File: src/rtl/euler_step_sequencer_if.sv
// Handshake and data bundle between the Euler step controller and its requester/datapath.
interface euler_step_sequencer_if #(
   parameter int CNT_W = 16,
   parameter int T_W   = 32
);
   logic             start;
   logic             abort;
   logic [CNT_W-1:0] num_steps;
   logic [T_W-1:0]   h;
   logic [T_W-1:0]   t0;
   logic             step_done;
   logic             step_start;
   logic             busy;
   logic             final_done;
   logic [T_W-1:0]   t_cur;
   logic [CNT_W-1:0] step_idx;

   modport master (
      output start, abort, num_steps, h, t0, step_done,
      input  step_start, busy, final_done, t_cur, step_idx
   );

   modport slave (
      input  start, abort, num_steps, h, t0, step_done,
      output step_start, busy, final_done, t_cur, step_idx
   );
endinterface

File: src/rtl/euler_step_sequencer.sv
// Step controller for the Euler solver: runs num_steps iterations of issue/wait/update,
// advancing time by h per step, then pulses final_done. All outputs are flops.
module euler_step_sequencer #(
   parameter int CNT_W = 16,
   parameter int T_W   = 32
) (
   input  logic                  clk,
   input  logic                  rst_async,
   input  logic                  rst_sync,
   euler_step_sequencer_if.slave bus
);
   typedef enum logic [2:0] {
      S_IDLE   = 3'd0,
      S_ISSUE  = 3'd1,
      S_WAIT   = 3'd2,
      S_UPDATE = 3'd3,
      S_DONE   = 3'd4
   } state_t;

   localparam logic [CNT_W-1:0] CNT_ZERO = {CNT_W{1'b0}};
   localparam logic [CNT_W-1:0] CNT_ONE  = {{(CNT_W-1){1'b0}}, 1'b1};
   localparam logic [T_W-1:0]   T_ZERO   = {T_W{1'b0}};

   state_t           state_r;
   logic [CNT_W-1:0] num_steps_r;
   logic [T_W-1:0]   h_r;
   logic [T_W-1:0]   t_cur_r;
   logic [CNT_W-1:0] step_idx_r;
   logic             step_start_r;
   logic             busy_r;
   logic             final_done_r;
   logic [CNT_W-1:0] step_idx_inc_s;

   // step_idx never reaches num_steps before UPDATE, so this add cannot wrap within a run
   assign step_idx_inc_s = step_idx_r + CNT_ONE;

   // Sequencer FSM; output pulses are set on the transition into ISSUE/DONE so they align with the state
   always_ff @(posedge clk or posedge rst_async) begin
      if (rst_async) begin
         state_r      <= S_IDLE;
         num_steps_r  <= CNT_ZERO;
         h_r          <= T_ZERO;
         t_cur_r      <= T_ZERO;
         step_idx_r   <= CNT_ZERO;
         step_start_r <= 1'b0;
         busy_r       <= 1'b0;
         final_done_r <= 1'b0;
      end else if (rst_sync) begin
         state_r      <= S_IDLE;
         num_steps_r  <= CNT_ZERO;
         h_r          <= T_ZERO;
         t_cur_r      <= T_ZERO;
         step_idx_r   <= CNT_ZERO;
         step_start_r <= 1'b0;
         busy_r       <= 1'b0;
         final_done_r <= 1'b0;
      end else if (bus.abort && (state_r != S_IDLE)) begin
         state_r      <= S_IDLE;
         step_start_r <= 1'b0;
         busy_r       <= 1'b0;
         final_done_r <= 1'b0;
      end else begin
         case (state_r)
            S_IDLE: begin
               final_done_r <= 1'b0;
               // an abort in IDLE swallows a simultaneous start
               if (bus.start && !bus.abort) begin
                  num_steps_r <= bus.num_steps;
                  h_r         <= bus.h;
                  t_cur_r     <= bus.t0;
                  step_idx_r  <= CNT_ZERO;
                  busy_r      <= 1'b1;
                  if (bus.num_steps == CNT_ZERO) begin
                     state_r      <= S_DONE;
                     step_start_r <= 1'b0;
                     final_done_r <= 1'b1;
                  end else begin
                     state_r      <= S_ISSUE;
                     step_start_r <= 1'b1;
                  end
               end else begin
                  busy_r       <= 1'b0;
                  step_start_r <= 1'b0;
               end
            end
            S_ISSUE: begin
               step_start_r <= 1'b0;
               state_r      <= S_WAIT;
            end
            S_WAIT: begin
               if (bus.step_done) begin
                  state_r <= S_UPDATE;
               end else begin
                  state_r <= S_WAIT;
               end
            end
            S_UPDATE: begin
               t_cur_r    <= t_cur_r + h_r;
               step_idx_r <= step_idx_inc_s;
               if (step_idx_inc_s == num_steps_r) begin
                  state_r      <= S_DONE;
                  final_done_r <= 1'b1;
               end else begin
                  state_r      <= S_ISSUE;
                  step_start_r <= 1'b1;
               end
            end
            S_DONE: begin
               final_done_r <= 1'b0;
               busy_r       <= 1'b0;
               state_r      <= S_IDLE;
            end
            default: begin
               state_r      <= S_IDLE;
               step_start_r <= 1'b0;
               busy_r       <= 1'b0;
               final_done_r <= 1'b0;
            end
         endcase
      end
   end

   assign bus.step_start = step_start_r;
   assign bus.busy       = busy_r;
   assign bus.final_done = final_done_r;
   assign bus.t_cur      = t_cur_r;
   assign bus.step_idx   = step_idx_r;
endmodule
File: src/flat_wrapper.sv
// flat-port wrapper written by rule: the top's interface ports become plain ports
module euler_step_sequencer_flat 
#(
   parameter int CNT_W = 16,
   parameter int T_W   = 32
)
  (clk, rst_async, rst_sync, bus_start, bus_abort, bus_num_steps, bus_h, bus_t0, bus_step_done, bus_step_start, bus_busy, bus_final_done, bus_t_cur, bus_step_idx);
  euler_step_sequencer_if #(.CNT_W(CNT_W), .T_W(T_W)) bus_i ();
  input  logic clk;
  input  logic rst_async;
  input  logic rst_sync;
  input wire logic [$bits(bus_i.start)-1:0] bus_start;
  input wire logic [$bits(bus_i.abort)-1:0] bus_abort;
  input wire logic [$bits(bus_i.num_steps)-1:0] bus_num_steps;
  input wire logic [$bits(bus_i.h)-1:0] bus_h;
  input wire logic [$bits(bus_i.t0)-1:0] bus_t0;
  input wire logic [$bits(bus_i.step_done)-1:0] bus_step_done;
  output wire logic [$bits(bus_i.step_start)-1:0] bus_step_start;
  output wire logic [$bits(bus_i.busy)-1:0] bus_busy;
  output wire logic [$bits(bus_i.final_done)-1:0] bus_final_done;
  output wire logic [$bits(bus_i.t_cur)-1:0] bus_t_cur;
  output wire logic [$bits(bus_i.step_idx)-1:0] bus_step_idx;
  assign bus_i.start = bus_start;
  assign bus_i.abort = bus_abort;
  assign bus_i.num_steps = bus_num_steps;
  assign bus_i.h = bus_h;
  assign bus_i.t0 = bus_t0;
  assign bus_i.step_done = bus_step_done;
  assign bus_step_start = bus_i.step_start;
  assign bus_busy = bus_i.busy;
  assign bus_final_done = bus_i.final_done;
  assign bus_t_cur = bus_i.t_cur;
  assign bus_step_idx = bus_i.step_idx;
  euler_step_sequencer #(.CNT_W(CNT_W), .T_W(T_W)) u_core (.clk(clk), .rst_async(rst_async), .rst_sync(rst_sync), .bus(bus_i));
endmodule
File: config.mk
export PLATFORM = sky130hd
export DESIGN_NAME = euler_step_sequencer_flat
export DESIGN_NICKNAME = d
export VERILOG_FILES = /design/src/rtl/euler_step_sequencer_if.sv /design/src/rtl/euler_step_sequencer.sv /design/src/flat_wrapper.sv
export SDC_FILE = /design/constraint.sdc
export NUM_CORES = 1
export LEC_CHECK = 0
export CAP_MARGIN = 20
export CORE_MARGIN = 2
export CORE_UTILIZATION = 45
export DETAILED_ROUTE_END_ITERATION = 8
export PLACE_DENSITY = 0.72
export SLEW_MARGIN = 15
export SYNTH_ARGS = -nofsm -noshare
export SYNTH_HDL_FRONTEND = slang
export SYNTH_SLANG_ARGS = --single-unit
File: constraint.sdc
create_clock -name clk -period 5 [get_ports clk]
set_input_delay 0.75 -clock clk [delete_from_list [all_inputs] [get_ports clk]]
set_output_delay 0.75 -clock clk [all_outputs]
set_load 0.01 [all_outputs]
---- Yosys cells after proc, flatten, opt, wreduce, memory -nomap -nowiden ----
Cells that the tools add are included.
storage, ports and cells
  flip-flop bits (word level) ............. 102
  bits in latches ......................... 0
  memory bits (writable) .................. 0
  bits in read-only memories .............. 0
  memories kept ........................... 0
operators by class
  $add $sub $neg .......................... 2
  multiply operators ...................... 0
  div/mod/pow operators ................... 0
  magnitude comparators ................... 0
  equality and inequality tests ........... 13
  shift operators ......................... 0
  multiplexer cells ....................... 39
  bitwise logic cells ..................... 0
  reductions and logical operators ........ 16
operators by type and width
  operator                                       count
  two-way mux 32 bit                             7
  two-way mux 16 bit                             7
  case mux 32 bit (2 select lines)               1
  adder 32 bit                                   1
  case mux 16 bit (2 select lines)               1
  adder 16 x 1 -> 16 bit, second input constant  1
  == test 16 bit                                 1
  zero test 16 bit                               1
  two-way mux 3 bit                              5
  two-way mux 1 bit                              14
  case mux 3 bit (4 select lines)                1
  != test 3 x 1 -> 1 bit, second input constant  3
  != test 4 x 2 -> 1 bit, second input constant  2
  == test 3 x 2 -> 1 bit, second input constant  2
  case mux 1 bit (3 select lines)                2
  AND reduction 3 bit                            2
  nonzero test 3 bit                             2
  != test 4 x 3 -> 1 bit, second input constant  1
  AND reduction 2 bit                            2
  nonzero test 2 bit                             2
  OR reduction 2 bit                             2
  == test 3 x 1 -> 1 bit, second input constant  1
  == test 3 bit, second input constant           1
  zero test 3 bit                                1
  other kinds (6)                                7

---- Depth between registers and ports, before layout ----
  word-level depth ........................ 6
  gate-level depth with buffers ........... 12

---- Worst setup path before layout ----
OpenSTA, ideal clock, no wires.
  kind .................................... register to register
  start point ............................. register u_core.t_cur_r[5], in the netlist u_core.bus.t_cur[5]
  end point ............................... register u_core.t_cur_r[31], in the netlist u_core.bus.t_cur[31]
  arrival time ............................ 2,839 ps
  required time ........................... 4,933 ps
  setup slack ............................. 2,094 ps
  stages on the path, launching flop included .. 11
  path buffers ............................ 0
  clock period less this slack ............ 2,906 ps
  cells stage by stage .................... dfrtp_1 > ha_1 > o21a_1 > o2111a_1 > a32oi_4 > a211oi_1 > o32a_1 > a221o_1 > or4_1 > nand3_1 > a22o_1
between the ends
  longest elaborated chain between the ends .. 4
ends and longest elaborated chain
  element                           RTL line                    source
  from (decl)                       euler_step_sequencer.sv:27  logic [T_W-1:0] t_cur_r;
  from (signal assigned)            euler_step_sequencer.sv:70  t_cur_r <= bus.t0;
  from (signal assigned)            euler_step_sequencer.sv:98  t_cur_r <= t_cur_r + h_r;
  adder 32 bit                      euler_step_sequencer.sv:98
  case mux 32 bit (2 select lines)  euler_step_sequencer.sv:63  case (state_r)
  two-way mux 32 bit                euler_step_sequencer.sv:57  end else if (bus.abort && (state_r != S_IDLE)) begin
  two-way mux 32 bit                euler_step_sequencer.sv:48  end else if (rst_sync) begin
Every way passes these cells. The select of a mux whose other input is x is not followed.
A chain may end at the register's enable or synchronous reset.

---- Worst setup path after layout ----
  start point ............................. register u_core.t_cur_r[10], in the netlist u_core.bus.t_cur[10]
  end point ............................... register u_core.t_cur_r[31], in the netlist u_core.bus.t_cur[31]
The elaborated chain is that of the path after synthesis.

==> run summary <==
Fmax: 308 MHz
Post-cts resize count: 0
Pleak: 3.55 nW
Setup violators final: 0
Drt first pass iters: 5
Antenna Cells: 0
I/O pins: 137
Total grt overflow: 0
Setup TNS: 0 ns
Final hold vios: 0
Final min period: 3.25 ns
Most common library cell in the layout ignoring fill and taps: nand2_1
Initial Util: 0.459
Worst R2R End: u_core.bus.t_cur[31]$_DFFE_PP0P_
Min-Delay Endpoint: u_core.bus.final_done$_DFFE_PP0P_
Final HPWL DP: 13.3 mm
Synth Cell Area: 6350 µm²
Via density: 5.71
VDD IR max: 171 µV
R2R setup slack: 1.75 ns
Wire length per cell: 17.7 µm
Buffers on Ports: 136
Syn nets: 851
Hold path cells: 1
WS Path Type: reg -> reg
Warnings, synthesis: 0
Core area: 13800 µm²
Initial antenna violation count: 0
Routed Antenna Nets: 0
FF-to-FF path depth: 10
Slew @ Worst Pin: 0.973 ns
Clock Skews: 0.00476 ns
CTS buffer count: 9
Avg Cell Area, Syn: 8.68 µm²
Slowest cell on crit path: dfrtp_1
Async set-or-reset flop fraction in the synthesized netlist: 1.00
Layout cell share with drive strength beyond 1: 0.0399
Area of the multi-input gates: 3610 µm²
Hold-fix buffers, CTS: 0
Clock transition at path regs: 0.07 ns
Post-layout util: 0.588
Register area: 2550 µm²
Die Y: 123 µm
H-tree depth: 3
Hold_ws: 0.494 ns
Register area share after synthesis: 0.402
Final Max Slew Viols: 0
Clock Latency Late Sink: 0.35 ns
Fin crit share: 0.650
Synth Instances: 732
CP Max Fanout: 6
Post-synth EDFFs: 0
Post-synth cell types: 60
Slowest stage delay, CP: 0.42 ns
Root Driver: clkbuf_16
Number of max-cap violations: 0
RePlAce Congestion: 0.862
RSZ-0062 raised after global routing: no
CTS tree: built
Worst hold start: u_core.bus.final_done$_DFFE_PP0P_
Drt total wl: 18.3 mm
Die W: 123 µm
Arrival time worst endpoint: 3.54 ns
Fillers: 1216
Worst path bufs/invs: 0
Slew headroom: 0.351
Global-route wire length before repair: 29.6 mm
Worst r2r src: u_core.bus.t_cur[10]$_DFFE_PP0P_
Total GRT Usage: 0.252
Post-CTS Setup Inserts: 0
Largest net degree at the start of global routing: 78
Synth-to-Final Area Change: 28.0%
Final nets: 968
Clk sink count: 102
Initial drt markers: 396
Cell Pwr Density: 244 nW/µm²
Worst min path class: reg -> reg
DR vias: 5898
Synth Flop Type: dfrtp_1
Total power draw: 0.00198 W
Drc violations: 0
Flops & latches, synth: 102
Maximum clock path buffer count: 2
Critical-path cell list: ha_1 > a21oi_1 > o21ai_0 > a32oi_4 > a211oi_1 > o32a_1 > a221o_1 > or4_1 > nand3_1 > a22o_1
CP Launch Type: flop
Top Family by Delay on Critical Path: compound AO/OA/AOI/OAI gates
Vias in the first global route: 5775
Run status: completed
Row count: 43
Most frequent cells in the layout: nand2_1 (143), clkdlybuf4s50_1 (135), dfrtp_1 (102)
Worst setup EP type: flop
CP required: 5.29 ns
Die ar.: 15100 µm²
## cells by family (layout without fill, tap and decap cells)
kind of cell | after synthesis | after routing | share of synthesized area
AO/OA/AOI/OAI | 233 | 233 | 0.233
XOR/XNOR | 52 | 52 | 0.0717
adder cells (fa/ha/maj) | 33 | 33 | 0.0662
buffers and inverters | 50 | 171 | 0.0311
flip-flops | 102 | 102 | 0.402
multiplexers | 6 | 6 | 0.0100
AND/OR/NAND/NOR | 256 | 256 | 0.186
## flip-flops by register name, summed over array words and instances (netlist names)
name / count
u_core.bus.t_cur: 32
u_core.h_r: 32
u_core.bus.step_idx: 16
u_core.num_steps_r: 16
u_core.state_r: 3
u_core.bus.busy: 1
u_core.bus.final_done: 1
u_core.bus.step_start: 1
## per-layer routing
| layer | up-vias | track usage | routed length, µm |
|---|---|---|---|
| met4 | 0 | 0.0682 | 208 |
| li1 | 2864 | - | - |
| met3 | 14 | 0.0293 | 1000 |
| met2 | 194 | 0.428 | 8800 |
| met5 | - | 0 | 0 |
| met1 | 2826 | 0.341 | 8250 |
## how the worst max path moves through the flow
stage	start	endpoint	slack [ns]	cells past startpoint
2_1_floorplan	rst_async	u_core.bus.busy$_DFFE_PP0P_	1.57	1
3_3_place_gp	bus_abort	u_core.bus.step_idx[12]$_DFFE_PP0P_	1.62	8
3_5_place_dp	bus_abort	u_core.bus.step_idx[12]$_DFFE_PP0P_	1.48	8
4_1_cts	u_core.bus.t_cur[1]$_DFFE_PP0P_	u_core.bus.t_cur[31]$_DFFE_PP0P_	1.80	10
5_1_grt	u_core.bus.t_cur[0]$_DFFE_PP0P_	u_core.bus.t_cur[24]$_DFFE_PP0P_	1.56	12
6_report	u_core.bus.t_cur[10]$_DFFE_PP0P_	u_core.bus.t_cur[31]$_DFFE_PP0P_	1.75	10
## layout make-up
type / count / share of cell area
Clock buffer: 14 / 0.0325
Clock inverter: 1 / 0.000616
Inverter: 11 / 0.00539
Tap cell: 180 / 0.0277
Timing Repair Buffer: 145 / 0.176
Multi-Input combinational cell: 580 / 0.444
Sequential cell: 102 / 0.314
## cell usage after synthesis (all sizes together) (4+ instances only)
master / n / area (µm²)
a311oi: 4 / 35.0
nand2: 143 / 537
and3: 9 / 56.3
clkbuf: 34 / 129
ha: 32 / 400
a31oi: 4 / 25.0
buf: 5 / 27.5
and2: 6 / 37.5
nand3: 11 / 55.1
xor2: 26 / 228
o31ai: 12 / 90.1
inv: 11 / 41.3
dfrtp: 102 / 2550
nand2b: 6 / 37.5
nor4: 10 / 62.6
o21a: 5 / 37.5
nor2: 27 / 101
nand4: 7 / 43.8
o211ai: 8 / 60.1
o21ai: 49 / 245
a21oi: 89 / 445
a22o: 20 / 175
nor2b: 7 / 43.8
a21o: 16 / 121
and4: 4 / 37.5
nor3: 12 / 60.1
xnor2: 26 / 228
## through the flow
stage | cell area, µm² | setup slack [ns] | cells
final | 8130 | 1.75 | 1033
after global routing | 8130 | 1.56 | 1033
after CTS | 8120 | 1.80 | 1032
after detailed placement | 7850 | 1.48 | 1017
after global placement | 7850 | 1.62 | 1017
after floorplan | 6350 | 1.57 | 732
## report_power, final
group	switching, W	leakage (nW)	internal [W]	total (W)
Clock	0.000304	0.133	0.000362	0.000666
Sequential	0.0000402	1.38	0.000867	0.000907
Combinational	0.000206	2.04	0.000200	0.000407
(Power assumes the default switching activity.)
